## src/rtl/ldm_stm_sequencer_pkg.sv

```systemverilog
// Shared definitions for the LDM/STM/PUSH/POP sequencer: operation and state
// codes, architectural register numbers and the register-list popcount.
package ldm_stm_sequencer_pkg;

  typedef enum logic [1:0] {
    MT_LDM  = 2'd0,
    MT_STM  = 2'd1,
    MT_PUSH = 2'd2,
    MT_POP  = 2'd3
  } mt_op_e;

  typedef enum logic [1:0] {
    MT_IDLE = 2'd0,
    MT_XFER = 2'd1,
    MT_WB   = 2'd2,
    MT_DONE = 2'd3
  } mt_state_e;

  localparam logic [3:0] REG_SP = 4'd13;
  localparam logic [3:0] REG_LR = 4'd14;
  localparam logic [3:0] REG_PC = 4'd15;

  // Number of registers named in a 9-bit list (0..9).
  function automatic logic [3:0] popcount9(input logic [8:0] v);
    logic [3:0] n;
    n = 4'd0;
    for (int i = 0; i < 9; i++) begin
      n = n + {3'd0, v[i]};
    end
    return n;
  endfunction

endpackage

```

## src/rtl/ldm_stm_sequencer_lowest_set_9.sv

```systemverilog
// 9-bit lowest-set-bit priority encoder. idx is 0 when no bit is set;
// valid tells the caller whether idx means anything.
module lowest_set_9 (
  input  logic [8:0] vec,
  output logic [3:0] idx,
  output logic       valid
);

  // Scan from the top down so the lowest set bit is the last one written.
  always_comb begin
    idx   = 4'd0;
    valid = |vec;
    for (int i = 8; i >= 0; i--) begin
      if (vec[i]) idx = 4'(i);
    end
  end

endmodule

```

## src/rtl/ldm_stm_sequencer.sv

```systemverilog
// Multi-register transfer sequencer for LDM/STM/PUSH/POP. Presents one word
// address per transfer to the MEM address mux, names the register moved in
// that transfer, and finishes with a single base-register writeback.
//
// Memory handshake: while multiple_working is high, the address, xfer_reg,
// mem_read and mem_write are held stable until the cycle in which mem_ready
// is high; that cycle completes the word and the next word (or WB) follows.
module ldm_stm_sequencer
  import ldm_stm_sequencer_pkg::*;
#(
  parameter int ADDR_W = 32,
  parameter int LIST_W = 9
) (
  input  logic              clk,
  input  logic              rst_n,
  input  logic              start,
  input  logic [1:0]        op,
  input  logic [LIST_W-1:0] reg_list,
  input  logic [2:0]        base_rn,
  input  logic [ADDR_W-1:0] base_addr,
  input  logic              mem_ready,
  output logic              multiple_working,
  output logic [ADDR_W-1:0] addr_dm_out,
  output logic [3:0]        xfer_reg,
  output logic              mem_read,
  output logic              mem_write,
  output logic              rf_load_we,
  output logic              wb_we,
  output logic [3:0]        wb_reg,
  output logic [ADDR_W-1:0] wb_value,
  output logic              done,
  output logic [1:0]        state_dbg
);

  mt_state_e         state_q, state_d;
  mt_op_e            op_in, op_q;
  logic [8:0]        rem_q;
  logic [2:0]        rn_q;
  logic [ADDR_W-1:0] base_q, addr_q;
  logic [3:0]        cnt_q;
  logic              base_in_list_q;

  logic [8:0]        list_in;
  logic [7:0]        low_list_in;
  logic [3:0]        cnt_in;
  logic [ADDR_W-1:0] off_in, off_q;
  logic [3:0]        lsb_idx;
  logic              lsb_valid;
  logic [8:0]        rem_clr;
  logic              is_load_q;
  logic              is_stack_q;

  assign op_in       = mt_op_e'(op);
  assign low_list_in = reg_list[7:0];
  // LDM/STM have no bit-8 register; drop it as the list is latched.
  assign list_in     = (op_in == MT_LDM || op_in == MT_STM) ? {1'b0, low_list_in} : reg_list;
  assign cnt_in      = popcount9(list_in);
  assign off_in      = {{(ADDR_W-6){1'b0}}, cnt_in, 2'b00};
  assign off_q       = {{(ADDR_W-6){1'b0}}, cnt_q, 2'b00};
  assign is_load_q   = (op_q == MT_LDM) || (op_q == MT_POP);
  assign is_stack_q  = (op_q == MT_PUSH) || (op_q == MT_POP);
  assign state_dbg   = state_q;

  lowest_set_9 u_lowest (
    .vec   (rem_q),
    .idx   (lsb_idx),
    .valid (lsb_valid)
  );

  assign rem_clr = rem_q & ~(9'b1 << lsb_idx);

  // State register; reset aborts any operation in flight.
  always_ff @(posedge clk or negedge rst_n) begin
    if (!rst_n) state_q <= MT_IDLE;
    else        state_q <= state_d;
  end

  // Operand latch on an accepted start, then walk the list one word per ready.
  always_ff @(posedge clk or negedge rst_n) begin
    if (!rst_n) begin
      op_q           <= MT_LDM;
      rem_q          <= 9'd0;
      rn_q           <= 3'd0;
      base_q         <= '0;
      addr_q         <= '0;
      cnt_q          <= 4'd0;
      base_in_list_q <= 1'b0;
    end else if (state_q == MT_IDLE && start) begin
      op_q           <= op_in;
      rem_q          <= list_in;
      rn_q           <= base_rn;
      base_q         <= base_addr;
      addr_q         <= (op_in == MT_PUSH) ? base_addr - off_in : base_addr;
      cnt_q          <= cnt_in;
      base_in_list_q <= (op_in == MT_LDM) && low_list_in[base_rn];
    end else if (state_q == MT_XFER && mem_ready && lsb_valid) begin
      rem_q  <= rem_clr;
      addr_q <= addr_q + {{(ADDR_W-3){1'b0}}, 3'b100};
    end
  end

  // Next-state and all outputs; everything idles at zero outside its state.
  always_comb begin
    state_d          = state_q;
    multiple_working = 1'b0;
    addr_dm_out      = '0;
    xfer_reg         = 4'd0;
    mem_read         = 1'b0;
    mem_write        = 1'b0;
    rf_load_we       = 1'b0;
    wb_we            = 1'b0;
    wb_reg           = 4'd0;
    wb_value         = '0;
    done             = 1'b0;
    case (state_q)
      MT_IDLE: begin
        if (start) state_d = (list_in == 9'd0) ? MT_DONE : MT_XFER;
      end
      MT_XFER: begin
        multiple_working = 1'b1;
        addr_dm_out      = addr_q;
        if (lsb_idx == 4'd8) xfer_reg = (op_q == MT_PUSH) ? REG_LR : REG_PC;
        else                 xfer_reg = lsb_idx;
        mem_read   = is_load_q;
        mem_write  = !is_load_q;
        rf_load_we = is_load_q && mem_ready;
        if (mem_ready && rem_clr == 9'd0) state_d = MT_WB;
      end
      MT_WB: begin
        done     = 1'b1;
        wb_we    = !base_in_list_q;
        wb_reg   = is_stack_q ? REG_SP : {1'b0, rn_q};
        wb_value = (op_q == MT_PUSH) ? base_q - off_q : base_q + off_q;
        state_d  = MT_IDLE;
      end
      MT_DONE: begin
        done    = 1'b1;
        state_d = MT_IDLE;
      end
      default: state_d = MT_IDLE;
    endcase
  end

endmodule

```

## config.mk

```make
export PLATFORM = sky130hd
export DESIGN_NAME = ldm_stm_sequencer
export DESIGN_NICKNAME = d
export VERILOG_FILES = /design/src/rtl/ldm_stm_sequencer_pkg.sv /design/src/rtl/ldm_stm_sequencer_lowest_set_9.sv /design/src/rtl/ldm_stm_sequencer.sv
export SDC_FILE = /design/constraint.sdc
export NUM_CORES = 1
export LEC_CHECK = 0
export CORE_UTILIZATION = 55
export CTS_BUF_LIST = sky130_fd_sc_hd__clkbuf_4
export DETAILED_ROUTE_END_ITERATION = 8
export GPL_ROUTABILITY_DRIVEN = 0
export GPL_TIMING_DRIVEN = 0
export PLACE_DENSITY = 0.82
export SLEW_MARGIN = 20
export SYNTH_ARGS = -nofsm -noshare
export SYNTH_HDL_FRONTEND = slang
export SYNTH_SLANG_ARGS = --single-unit
```

## constraint.sdc

```tcl
create_clock -name clk -period 7.42 [get_ports clk]
set_clock_uncertainty 0.15 [all_clocks]
set_input_delay 1.484 -clock clk [delete_from_list [all_inputs] [get_ports clk]]
set_output_delay 1.484 -clock clk [all_outputs]
set_load 0.005 [all_outputs]
```

### After elaboration in Yosys (flattened, before gate mapping)

Index checks and enable logic that the tools add are counted.

* $add $sub $neg: 12
* magnitude comparators: 1
* equality and inequality tests: 10
* shift operators: 1
* multiplexer cells: 35
* bitwise operators: 2
* reductions and logical operators: 20

Operators with widths (count)
* $mux W32: 6
* $sub A32 B6 Y32: 2
* $mux W4: 13
* $add A32 B3 Y32 const B: 1
* $add A32 B6 Y32: 1
* $mux W9: 3
* $add A4 B1 Y4: 5
* $logic_not A9 Y1: 2
* $eq A2 B2 Y1 const B: 5
* $and A9 B9 Y9: 1
* $not A9 Y9: 1
* $reduce_or A9 Y1: 1
* $shl A1 B4 Y9 const A: 1
* $mux W1: 8
* $logic_and A1 B1 Y1: 6
* $logic_not A2 Y1: 3
* $mux W2: 3
* $pmux W2 S3: 1
* $add A3 B1 Y4: 1
* $eq A2 B1 Y1 const B: 2
* $eq A4 B4 Y1 const B: 1
* $lt A3 B4 Y1 const B: 1
* $add A2 B1 Y3: 1
* $bmux W1 S3: 1
* other kinds (8): 11

* register bits after elaboration: 85
* bits of input ports: 50
* output and inout bits: 80
* word-level logic and storage cells: 89

### Depth between registers and ports, before layout

Gate-level depths: netlist of the first run.

* depth in word-level cells: 16
* depth in mapped cells: 18
* depth with buffers taken out: 17

### By module

A second synthesis of the first run with hierarchy kept.

* cell total of the unflattened synthesis: 869
* area total of the unflattened synthesis: 6847.8 um2

By module, submodules not included
* ldm_stm_sequencer: times used 1, cells each 855, area each 6751.5 um2, sequential area each 2127.0 um2
* lowest_set_9: times used 1, cells each 14, area each 96.3 um2, sequential area each 0.0 um2

### Least setup slack after synthesis of the first run

OpenSTA, ideal clock, no wires.

* path kind: input to register
* from: input port reg_list[0]
* to: register addr_q[25]
* setup time: 0.130 ns
* arrival time: 5.472 ns
* data required time: 7.140 ns
* setup slack: 1.668 ns
* stages: 16
* path buffers: 1
* path through: fa_1 > inv_1 > fa_1 > fa_1 > fa_1 > fa_1 > ha_1 > nor2b_1 > o21a_1 > o21ai_0 > and2_1 > buf_6 > nand3_4 > nor4_2 > xnor2_1 > o21ai_1

* cells in the longest elaborated chain, start to end: 12

Ends and longest elaborated chain
* start: declaration: line ldm_stm_sequencer.sv:18 `input logic [LIST_W-1:0] reg_list,`
* $mux W9: line ldm_stm_sequencer.sv:56 `assign list_in = (op_in == MT_LDM || op_in == MT_STM) ? {1'b0, low_list_in} : reg_list;`
* $add A1 B1 Y2: line ldm_stm_sequencer_pkg.sv:28 `n = n + {3'd0, v[i]};`
* $add A2 B1 Y3: line ldm_stm_sequencer_pkg.sv:28
* $add A3 B1 Y4: line ldm_stm_sequencer_pkg.sv:28
* $add A4 B1 Y4 (5 in series): line ldm_stm_sequencer_pkg.sv:28
* $sub A32 B6 Y32: line ldm_stm_sequencer.sv:93 `addr_q <= (op_in == MT_PUSH) ? base_addr - off_in : base_addr;`
* $mux W32: line ldm_stm_sequencer.sv:93
* $mux W32: line ldm_stm_sequencer.sv:88 `end else if (state_q == MT_IDLE && start) begin`
* end signal: assignment: line ldm_stm_sequencer.sv:93
* end signal: assignment: line ldm_stm_sequencer.sv:98 `addr_q <= addr_q + {{(ADDR_W-3){1'b0}}, 3'b100};`
* end: declaration: line ldm_stm_sequencer.sv:39 `logic [ADDR_W-1:0] base_q, addr_q;`

Every way passes these cells.
A chain may end at the register's enable or synchronous reset.

### Worst setup path after layout of the first run

* from: register op_q[0]
* to: output port wb_value[31]

* cells in the longest elaborated chain, start to end: 3

Ends and longest elaborated chain
* start: declaration: line ldm_stm_sequencer.sv:36 `mt_op_e op_in, op_q;`
* start signal: assignment: line ldm_stm_sequencer.sv:89 `op_q <= op_in;`
* $eq A2 B2 Y1: line ldm_stm_sequencer.sv:133 `wb_value = (op_q == MT_PUSH) ? base_q - off_q : base_q + off_q;`
* $mux W32: line ldm_stm_sequencer.sv:133
* $mux W32: line ldm_stm_sequencer.sv:115 `case (state_q)`
* end: declaration: line ldm_stm_sequencer.sv:30 `output logic [ADDR_W-1:0] wb_value,`

Every way passes these cells.

==> impl_metrics.csv, run 1 <==
group,metric,value,unit
setup_path,r2r_cells,8,
drt,wl_per_cell,16.2,um
placed_design,place_hpwl,14700,um
floorplan,die-area,12900,um2
floorplan,io_pins,130,
finish,regArea,2130,um2
sta,relSlewSlack,0.454,
power_and_ir_drop,seq_power_share,0.230,
finish,nets,1110,
power_and_ir_drop,irDropWorstVdd,0.238,mV
placed_design,io_buffers,129,
synth,ys.flop_type,"dfrtp_1",
setup_path,crit_required,5.79,ns
cts,post-cts-setup-buffers,0,
global_routing,grt_pass1_vias,6214,
power_and_ir_drop,pwr-share-comb,0.685,
sta,fin_crit,6.54,ns
setup_path,cp.arrival,4.91,ns
floorplan,start_util,0.566,
finish,layout_common_cells,"187 x nand2_1, 128 x clkdlybuf4s50_1, 85 x dfrtp_1",
cts,hold_buffers,0,
setup_path,crit_path_end_kind,"output port",
setup_path,path_max_fanout,13,
cts,path_clk_slew,0.14,ns
power_and_ir_drop,pwr-share-clk,0.086,
power_and_ir_drop,p_switching,1.81,mW
synth,synth-seq-cells,85,
cts,cts_buffers,9,
drt,drt-pass1-iter-count,5,
cts,cts_tree,"built",
setup_path,worst-setup-path-type,"flip-flop to output port",
finish,syn_to_final_growth,25.0,%
cts,clock-sinks,85,
drt,drt-initial-drc-count,611,
sta,hold_viol,0,
setup_path,slowest_stage,"a211oi_1",
power_and_ir_drop,p_leak,3.78,nW
synth,seq_area_frac_synth,0.311,
global_routing,grt_pass1_wl,31100,um
setup_path,r2r-start,"rem_q[2]",
flow_run,maxCapViolCount,0,
drt,antenna_left,0,
setup_path,crit_path_start_kind,"flip-flop",
setup_path,critPathLaunch,"op_q[0]",
worst_hold_path,hold_path_startpoint,"rn_q[1]",
synth,synth_warnings,0,
global_routing,gr-total-overflow,0,
floorplan,row_count,40,
global_routing,antenna_found_initial,1,
cts,htreeDepth,3,
status,run_status,"finished, final reports clean",
cts,clockBufferDepth,2,
setup_path,rrSetupSlack,4.71,ns
synth,ys_types,65,
cts,clk_latency,0.45,ns
sta,rsz0062_at_grt,"false",
synth,synthCells,871,
worst_hold_path,min_path_cells,2,
setup_path,max_stage_delay,0.71,ns
sta,setup_viol_count_final,0,
finish,drive_above_1_share,0.0423,
setup_path,path_cells,"inv_1 -> ha_1 -> clkbuf_1 -> a21o_1 -> ha_1 -> nand4_1 -> nor2_1 -> a21o_1 -> o21a_1 -> o211ai_1 -> a211oi_1 -> o21ai_0 -> mux2i_1 -> clkdlybuf4s50_1",
worst_hold_path,hp-class,"flip-flop to flip-flop",
drt,via_per_inst,5.63,
power_and_ir_drop,power_density,450,nW/um2
floorplan,die_h,113,um
drt,drcViolationCount,0,
drt,wl,19200,um
finish,fillers,996,
floorplan,coreArea,12100,um2
global_routing,track_usage,0.310,
drt,vias,6675,
synth,syn_area,6830,um2
sta,period_share,0.881,
synth,avgSynthCellArea,7.84,um2
synth,ys_async_sr_fraction,1.00,
floorplan,die_w,113,um
synth,synth_edf_count,0,
sta,worstMarginPinSlew,0.814,ns
sta,fin_tns_setup,0,ns
worst_hold_path,whs_endpoint,"rn_q[1]",
finish,multi_input_area,4420,um2
power_and_ir_drop,intPower,2.04,mW
sta,hold-worst-slack,0.342,ns
cts,cts_resized,0,
sta,fmax,153,MHz
global_routing,grt_start_max_net_pins,52,
setup_path,reg2reg_to,"state_dbg[0]",
synth,syn-num-nets,969,
cts,cts_root_buffer,"clkbuf_4",
finish,final_common_cell,"nand2_1",
sta,slew_viol_final,0,
power_and_ir_drop,switching_share,0.470,
final cells by class:
class                           count  share of cell area
Antenna cell                        1            0.000293
Inverter                           34              0.0149
Multi-Input combinational cell    715               0.518
Sequential cell                    85               0.249
Timing Repair Buffer              130               0.154
Buffer                             37              0.0177
Tap cell                          168              0.0246
Clock buffer                        9             0.00791
Clock inverter                      7              0.0133
worst max path at each step:
stage                         to  slack [ns]
finish              wb_value[31]        0.88
global route        wb_value[31]        0.53
CTS                 wb_value[31]        0.96
detailed placement    addr_q[25]        0.80
global placement      addr_q[25]        0.86
floorplan             addr_q[25]        1.67
metrics by stage:
| step | cells | worst slack (ns) | util | instance area [um2] | total power, mW |
|---|---|---|---|---|---|
| floorplan | 871 | 1.67 | - | 6830 | 2.64 |
| global placement | 1168 | 0.855 | 0.691 | 8330 | 3.41 |
| detailed placement | 1169 | 0.804 | 0.693 | 8360 | 3.46 |
| CTS | 1185 | 0.958 | 0.708 | 8540 | 3.81 |
| global route | 1186 | 0.526 | 0.708 | 8540 | 4.21 |
| finish | 1186 | 0.881 | 0.708 | 8540 | 3.84 |
power by group through the flow:
stage / Sequential (mW) / Clock, mW / Combinational (mW)
after CTS: 0.876 / 0.330 / 2.61
after global placement: 0.879 / 0 / 2.53
after global routing: 0.911 / 0.351 / 2.95
final: 0.883 / 0.330 / 2.63
after floorplan: 0.820 / 0 / 1.82
after detailed placement: 0.881 / 0 / 2.58
kinds of logic (layout without fill, tap and decap cells):
| family | after synthesis | count (layout) | synth area share |
|---|---|---|---|
| buffers and inverters | 71 | 217 | 0.0409 |
| multiplexers | 11 | 11 | 0.0202 |
| XOR/XNOR | 64 | 64 | 0.0821 |
| AO/OA/AOI/OAI | 167 | 167 | 0.148 |
| other | 0 | 1 | 0 |
| AND/OR/NAND/NOR | 425 | 425 | 0.302 |
| flip-flops | 85 | 85 | 0.311 |
| adder cells (fa/ha/maj) | 48 | 48 | 0.0956 |
metal layers:
layer / GRT usage / wire [um] / vias up
met3: 0.0234 / 1120 / 32
met5: 0 / 0 / -
met4: 0.105 / 386 / 0
li1: - / - / 3253
met1: 0.448 / 8920 / 3119
met2: 0.494 / 8760 / 271
sequential cells by signal, indices dropped and copies added (netlist names):
register        count
addr_q             32
base_in_list_q      1
base_q             32
cnt_q               4
op_q                2
rem_q               9
rn_q                3
state_dbg           2
cells in the mapped netlist (3+ instances only):
cell type | number | share of area
or4_1 | 3 | 0.0033
o21ai_1 | 6 | 0.0044
nor2_1 | 65 | 0.036
xor2_1 | 27 | 0.035
and3_1 | 17 | 0.016
inv_1 | 34 | 0.019
xnor2_1 | 37 | 0.047
a211oi_1 | 8 | 0.0088
nand2_1 | 187 | 0.10
clkbuf_1 | 32 | 0.018
nor3_1 | 34 | 0.025
o21ai_0 | 61 | 0.045
o31a_1 | 3 | 0.0038
fa_1 | 7 | 0.021
or2_2 | 4 | 0.0037
nor3_2 | 3 | 0.0044
mux2i_1 | 7 | 0.010
a21oi_1 | 32 | 0.023
nand3_1 | 15 | 0.011
nor3b_1 | 3 | 0.0033
nor2b_1 | 10 | 0.0092
nor4_1 | 6 | 0.0055
nand4_1 | 11 | 0.010
and4_1 | 3 | 0.0038
ha_1 | 41 | 0.075
nand2b_1 | 9 | 0.0082
and2_1 | 38 | 0.035
a21o_1 | 13 | 0.014
o21a_1 | 13 | 0.014
dfrtp_1 | 85 | 0.31
a31oi_1 | 7 | 0.0064
o211ai_1 | 4 | 0.0044
o22ai_1 | 3 | 0.0027
critical path, delay by kind of cell, from the launching register on:
family | cells | cell delay (ns)
muxes | 1 | 0.27
and+or+nand+nor | 2 | 0.30
adders and majority gates | 2 | 0.43
buffers and inverters | 3 | 1.06
AOI/OAI and AO/OA | 6 | 1.98
DFF | 1 | 0.41
No activity file was read; power rests on OpenSTA's default activity.
==> run 2, diff against run 1 <==
--- a/config.mk
+++ b/config.mk
@@ -5,6 +5,7 @@
 export SDC_FILE = /design/constraint.sdc
 export NUM_CORES = 1
 export LEC_CHECK = 0
+export CORE_MARGIN = 2
 export CORE_UTILIZATION = 55
 export CTS_BUF_LIST = sky130_fd_sc_hd__clkbuf_4
 export DETAILED_ROUTE_END_ITERATION = 8
==> run 2 against run 1 <==
Setup slack better by 0.024 ns; cell area is 1.1% lower; final cell count is 0.17% lower; clock power is 32% lower; count of clock-buffer cells in the layout is 2 higher; register-to-register slack better by 0.03 ns; core utilization is 0.76 points lower; combinational power hardly changed; wire length is 1.4% higher; non-clock buffer count stayed put; largest cell class unchanged.
==> impl_metrics.csv, run 2 (same netlist as run 1, synthesis figures left out) <==
group,metric,value,unit
drt,drcViolationCount,0,
drt,via_per_inst,5.67,
floorplan,row_count,40,
cts,path_clk_slew,0.12,ns
worst_hold_path,hp-class,"flip-flop to flip-flop",
setup_path,path_max_fanout,13,
floorplan,die-area,13300,um2
power_and_ir_drop,power_density,442,nW/um2
finish,drive_above_1_share,0.0384,
global_routing,track_usage,0.303,
sta,fmax,153,MHz
setup_path,crit_path_start_kind,"flip-flop",
global_routing,grt_start_max_net_pins,44,
floorplan,coreArea,12100,um2
worst_hold_path,min_path_cells,2,
sta,fin_crit,6.52,ns
cts,clockBufferDepth,2,
power_and_ir_drop,irDropWorstVdd,0.246,mV
drt,antenna_left,0,
floorplan,start_util,0.566,
sta,hold_viol,0,
setup_path,path_cells,"inv_1 -> ha_1 -> clkbuf_1 -> a21o_1 -> ha_1 -> nand4_1 -> nor2_1 -> a21o_1 -> o21a_1 -> o211ai_1 -> a211oi_1 -> o21ai_0 -> mux2i_1 -> clkdlybuf4s50_1",
flow_run,maxCapViolCount,0,
cts,cts_buffers,9,
power_and_ir_drop,p_leak,3.73,nW
cts,cts_tree,"built",
sta,hold-worst-slack,0.342,ns
status,run_status,"finished, final reports clean",
floorplan,die_h,115,um
finish,top_regs,"addr_q x32, base_q x32, rem_q x9",
cts,post-cts-setup-buffers,0,
drt,wl_per_cell,16.4,um
setup_path,critPathTopFamily,"compound AO/OA/AOI/OAI gates",
cts,cts_resized,0,
drt,drt-pass1-iter-count,6,
global_routing,antenna_found_initial,1,
global_routing,gr-total-overflow,0,
cts,hold_buffers,0,
floorplan,die_w,115,um
finish,nets,1110,
floorplan,io_pins,130,
finish,fillers,1024,
setup_path,crit_required,5.79,ns
finish,syn_to_final_growth,23.7,%
setup_path,slowest_stage,"a211oi_1",
placed_design,io_buffers,129,
finish,final_common_cell,"nand2_1",
setup_path,r2r_cells,9,
sta,rsz0062_at_grt,"false",
drt,wl,19400,um
finish,layout_common_cells,"187 x nand2_1, 128 x clkdlybuf4s50_1, 85 x dfrtp_1",
sta,period_share,0.878,
sta,relSlewSlack,0.472,
sta,fin_ws,0.905,ns
finish,instances_no_fill,1184,
power_and_ir_drop,total_power,3.73,mW
cts,clk_latency,0.44,ns
cts,cts_root_buffer,"clkbuf_4",
sta,fin_tns_setup,0,ns
setup_path,path_buf_inv,3,
sta,worstMarginPinSlew,0.788,ns
setup_path,cp.arrival,4.88,ns
cts,htreeDepth,3,
setup_path,worst-setup-path-type,"flip-flop to output port",
placed_design,place_hpwl,15100,um
drt,vias,6711,
global_routing,grt_pass1_vias,6322,
setup_path,cp.depth,14,
setup_path,max_stage_delay,0.69,ns
placed_design,dp_slack,0.789,ns
sta,slew_viol_final,0,
placed_design,dp_cells,1169,
cts,clock-sinks,85,
drt,drt-initial-drc-count,616,
global_routing,grt_pass1_wl,31500,um
setup_path,crit_path_end_kind,"output port",
sta,setup_viol_count_final,0,
run 2: changes by cell type in the layout (fill, tap and decap cells not counted):
cell        previous run  this run
clkinvlp_4             0         1
buf_16                 1         0
buf_12                 0         1
clkinv_1               0         2
clkbuf_4               9        11
clkinv_4               1         0
bufinv_16              3         0
clkinv_2               3         0
run 2: final timing paths:
kind | startpoint | to | slack (ns)
max | op_q[0] | wb_value[31] | 0.90
min | base_q[1] | base_q[1] | 0.34
max reg2reg | state_dbg[1] | addr_q[31] | 4.74
min reg2reg | base_q[1] | base_q[1] | 0.34
max in group asynchronous | rst_n | base_q[11] | 5.63
min in group asynchronous | rst_n | rem_q[6] | 0.87
run 2: where the power goes:
part / switching (mW) / internal, mW
Clock: 0.153 / 0.0709
Combinational: 1.43 / 1.19
Sequential: 0.207 / 0.679
Total: 1.79 / 1.94
run 2: area by class of cell:
type                            instances  area [um2]  share of cell area
Timing Repair Buffer                  130        1310               0.155
Multi-Input combinational cell        715        4420               0.524
Inverter                               34         128              0.0151
Tap cell                              168         210              0.0249
Sequential cell                        85        2130               0.252
Clock inverter                          3        15.0             0.00178
Antenna cell                            1        2.50            0.000296
Clock buffer                           11        82.6             0.00977
Buffer                                 37         151              0.0179
run 2: per-layer routing:
metal,vias up,part of all wire,global-route usage
li1,3272,-,-
met1,3115,0.46,0.426
met2,278,0.45,0.480
met3,46,0.062,0.0356
met4,0,0.029,0.120
met5,-,0,0
run 2: worst min-delay path, delay by kind of cell, from the launching register on:
kind / cells / cell delay (ns)
DFF: 1 / 0.36
and+or+nand+nor: 2 / 0.11
run 2: stage by stage:
step                instance area, um2  utilization
floorplan                         6830            -
global placement                  8330        0.691
detailed placement                8350        0.692
CTS                               8450        0.700
global route                      8450        0.700
finish                            8450        0.700
==> run 3, diff against run 2 <==
--- a/config.mk
+++ b/config.mk
@@ -11,7 +11,7 @@
 export DETAILED_ROUTE_END_ITERATION = 8
 export GPL_ROUTABILITY_DRIVEN = 0
 export GPL_TIMING_DRIVEN = 0
-export PLACE_DENSITY = 0.82
+export PLACE_DENSITY = 0.88
 export SLEW_MARGIN = 20
 export SYNTH_ARGS = -nofsm -noshare
 export SYNTH_HDL_FRONTEND = slang
==> run 3 against run 2 <==
Combinational power is essentially flat; critical endpoint unchanged; core utilization increased by 0.63 points; global-route usage is 0.35 points higher; final cell count about the same; count of clock-buffer cells in the layout shrank 1; sequential power about the same; wire length grew 1.5%; via count is 1.3% higher; register-to-register slack lost 0.11 ns; fmax fell by 0.68%; non-clock buffer count stayed put.
==> impl_metrics.csv, run 3 (same netlist as run 1, synthesis figures left out) <==
group,metric,value,unit
power_and_ir_drop,pwr-share-clk,0.085,
sta,rsz0062_at_grt,"false",
cts,post-cts-setup-buffers,0,
power_and_ir_drop,p_switching,1.82,mW
sta,worstMarginPinSlew,0.757,ns
placed_design,place_hpwl,15200,um
finish,drive_above_1_share,0.0393,
finish,antenna-diode-count,0,
setup_path,rrSetupSlack,4.63,ns
global_routing,gr-total-overflow,0,
drt,top_layer_used,"met4",
sta,setup_viol_count_final,0,
setup_path,cp.depth,14,
floorplan,die_w,115,um
cts,clockBufferDepth,2,
cts,cts_root_buffer,"clkbuf_4",
cts,clk_latency,0.44,ns
global_routing,antenna_found_initial,0,
cts,cts_tree,"built",
drt,drcViolationCount,0,
drt,vias,6796,
setup_path,r2r-start,"state_dbg[1]",
power_and_ir_drop,power_density,453,nW/um2
flow_run,maxCapViolCount,0,
power_and_ir_drop,intPower,2.04,mW
power_and_ir_drop,pwr-share-comb,0.686,
cts,cts_buffers,9,
drt,drt-pass1-iter-count,5,
setup_path,cp.arrival,4.93,ns
floorplan,coreArea,12100,um2
floorplan,die_h,115,um
sta,fin_crit,6.56,ns
floorplan,die-area,13300,um2
cts,cts_resized,0,
power_and_ir_drop,switching_share,0.472,
setup_path,crit_required,5.79,ns
drt,drt-met1-wl,8540,um
drt,wl,19700,um
floorplan,row_count,40,
drt,antenna_left,0,
worst_hold_path,hp-class,"flip-flop to flip-flop",
finish,final_common_cell,"nand2_1",
setup_path,critPathTopFamily,"compound AO/OA/AOI/OAI gates",
global_routing,track_usage,0.306,
cts,path_clk_slew,0.13,ns
drt,drt-initial-drc-count,703,
setup_path,path_cells,"inv_1 -> ha_1 -> clkbuf_1 -> a21o_1 -> ha_1 -> nand4_1 -> nor2_1 -> a21o_1 -> o21a_1 -> o211ai_1 -> a211oi_1 -> o21ai_0 -> mux2i_1 -> clkdlybuf4s50_1",
global_routing,grt_start_max_net_pins,47,
power_and_ir_drop,seq_power_share,0.228,
setup_path,slowest_stage,"a211oi_1",
floorplan,io_pins,130,
finish,nets,1110,
finish,layout_common_cells,"187 x nand2_1, 128 x clkdlybuf4s50_1, 85 x dfrtp_1",
placed_design,io_buffers,129,
drt,wl_per_cell,16.7,um
drt,wl_met3,1300,um
finish,top_regs,"addr_q x32, base_q x32, rem_q x9",
floorplan,start_util,0.566,
cts,hold_buffers,0,
setup_path,max_stage_delay,0.66,ns
sta,fmax,152,MHz
sta,fin_tns_setup,0,ns
status,run_status,"finished, final reports clean",
setup_path,critPathLaunch,"op_q[0]",
sta,slew_viol_final,0,
setup_path,reg2reg_to,"addr_q[31]",
drt,via_per_inst,5.74,
drt,met2_length,9140,um
sta,relSlewSlack,0.491,
power_and_ir_drop,p_leak,3.77,nW
setup_path,worst-setup-path-type,"flip-flop to output port",
sta,period_share,0.884,
power_and_ir_drop,irDropWorstVdd,0.247,mV
setup_path,r2r_cells,9,
cts,clock-sinks,85,
finish,post-route-util,0.707,
global_routing,grt_pass1_vias,6450,
setup_path,crit_path_start_kind,"flip-flop",
setup_path,path_max_fanout,13,
setup_path,endpoint,"wb_value[31]",
sta,hold_viol,0,
cts,htreeDepth,3,
setup_path,path_buf_inv,3,
global_routing,grt_pass1_wl,32100,um
setup_path,crit_path_end_kind,"output port",
finish,syn_to_final_growth,24.8,%
==> run 3: changes by cell type in the layout (fill, tap and decap cells not counted), sizes merged <==
cell / before / now
bufinv: 0 / 3
clkbuf: 44 / 43
diode: 1 / 0
clkinvlp: 1 / 0
clkinv: 2 / 3
==> run 3: how the worst min path moves through the flow <==
stage                          from   endpoint  slack (ns)  cells past startpoint
after detailed placement  base_q[0]  base_q[0]        0.31                      2
final                     base_q[1]  base_q[1]        0.35                      2
after floorplan             rn_q[1]    rn_q[1]        0.29                      2
after global placement    base_q[0]  base_q[0]        0.30                      2
after global routing      base_q[0]  base_q[0]        0.37                      2
after CTS                 base_q[0]  base_q[0]        0.34                      2
==> run 3: through the flow <==
stage | hold WS, ns | total power, mW | setup slack (ns) | cell area (um2) | instances
after CTS | 0.338 | 3.82 | 0.942 | 8520 | 1185
final | 0.346 | 3.86 | 0.860 | 8520 | 1185
after global placement | 0.302 | 3.40 | 0.871 | 8330 | 1168
after detailed placement | 0.307 | 3.48 | 0.785 | 8350 | 1169
after floorplan | 0.287 | 2.64 | 1.67 | 6830 | 871
after global routing | 0.368 | 4.23 | 0.543 | 8520 | 1185
==> run 3: layout make-up <==
type	instances	area, um2
Fill cell	942	3540
Multi-Input combinational cell	715	4420
Clock buffer	10	75.1
Clock inverter	6	101
Buffer	37	151
Timing Repair Buffer	130	1310
Tap cell	168	210
Inverter	34	128
Sequential cell	85	2130
==> run 3: per-layer routing <==
metal / vias up / GRT usage
li1: 3270 / -
met5: - / 0
met3: 63 / 0.0366
met4: 0 / 0.152
met2: 317 / 0.487
met1: 3146 / 0.416
==> run 3: tightest hold or removal path, stage by stage (launching register included) <==
cell,delay (ns)
dfrtp_1,0.35
nand2_1,0.06
nand2_1,0.06
==> run 3: power by group through the flow <==
stage / combinational [mW] / clock (mW) / sequential [mW]
4_1_cts: 2.62 / 0.328 / 0.875
2_1_floorplan: 1.82 / 0 / 0.820
3_3_place_gp: 2.52 / 0 / 0.875
6_report: 2.65 / 0.329 / 0.883
5_1_grt: 2.97 / 0.347 / 0.912
3_5_place_dp: 2.59 / 0 / 0.882
==> edit, RTL diff (settings of run 1) <==
The parameter `ADDR_W` goes from 32 to 64.
--- a/src/rtl/ldm_stm_sequencer.sv
+++ b/src/rtl/ldm_stm_sequencer.sv
@@ -8,7 +8,7 @@
 module ldm_stm_sequencer
   import ldm_stm_sequencer_pkg::*;
 #(
-  parameter int ADDR_W = 32,
+  parameter int ADDR_W = 64,
   parameter int LIST_W = 9
 ) (
   input  logic              clk,
Ports: changed (resized addr_dm_out, base_addr and wb_value); port bits go from 130 to 226. No check against the original RTL was run, so the function may have changed too.
==> edit against run 1 <==
- sequential cell count grew 64
- area after synthesis is 89% higher
- die area grew 87%
- cell area rose by 86%
- wire length increased by 120%
- worst setup slack got worse by 670 ps
- first-iteration DRC count is 83% higher
- total power rose by 110%
- largest cell class unchanged
==> edit: results (changes against run 1) <==
Post-DP Area=0.0156 mm2 (+86%); post-synth top area share=28.9% (-2.2 points); slowest stage delay, CP=660 ps (-50 ps); P_leak=6.85 nW (+81%); Buffers on Ports=224 (+74%); Via density=6.03 (+7.1%); CP Data Arrival Time=5570 ps (+660 ps); via count=13633 (+100%); CTS buffer count=17 (+8); Synth Area in Adders=8.25% (-1.3 points); htree depth=4 (+1); r2r setup slk=4100 ps (-610 ps); Hold Startpoint=base_q[0]; pin count of the biggest net entering global routing=92 (+77%); cell count after synthesis=1693 (+94%); synth cell count leaders=343 x nand2_1, 164 x nor2_1, 149 x dfrtp_1; CTS resizes=6 (+6); RR Endpoint=addr_q[51]; final wirelength=42200 um (+120%); initial antenna violation count=3 (+2); Min Hold Slack=332 ps (-10.4 ps); proportion of synthesized area in mux cells=1.08% (-0.94 points); CP Max Fanout=14 (+1); post-DP HPWL=32300 um (+120%); CP startpoint=cnt_q[2]; GRT Total Usage=35.5% (+4.5 points); placed insts=2231 (+91%); status=finished, final reports clean; top cells by area, synth=dfrtp_1 29%, nand2_1 10%, ha_1 7.1%, xnor2_1 6.0%, xor2_1 5.2%; Starting DRT DRC Count=1121 (+83%); register area share after synthesis=28.9% (-2.2 points); Reg-to-Reg Start=state_dbg[1]; hold endpoint=base_q[0]; Setup WS pre-CTS=-6.59 ps (-811 ps); Final #Nets=2098 (+89%); minimum clock period=7210 ps (+669 ps); slowest CP cell=o21ai_0
[edit: layout make-up]
type | instances | area, um2 | area share (%)
Clock inverter | 12 | 163 | 1.02
Clock buffer | 18 | 135 | 0.849
Timing Repair Buffer | 225 | 2270 | 14.3
Sequential cell | 149 | 3730 | 23.4
Buffer | 87 | 338 | 2.12
Inverter | 33 | 124 | 0.778
Multi-Input combinational cell | 1423 | 8760 | 55.0
Tap cell | 313 | 392 | 2.46
Antenna cell | 2 | 5.00 | 0.0314
[edit: power groups by stage]
stage	Clock, mW	Combinational [mW]	Sequential, mW
finish	0.568	6.03	1.56
global placement	0	5.69	1.54
CTS	0.565	5.90	1.55
floorplan	0	4.09	1.45
detailed placement	0	5.83	1.56
global route	0.601	6.61	1.60
[edit: tightest hold or removal path: stages, from the launching register on]
cell	delay, ps
dfrtp_1	360
nand2_1	50
nand2_1	50
[edit: per-layer routing]
metal	global-route usage (%)	share of wire, %
met5	0	0
met1	47.0	41
met2	56.2	45
met4	19.1	5.1
met3	4.96	8.9
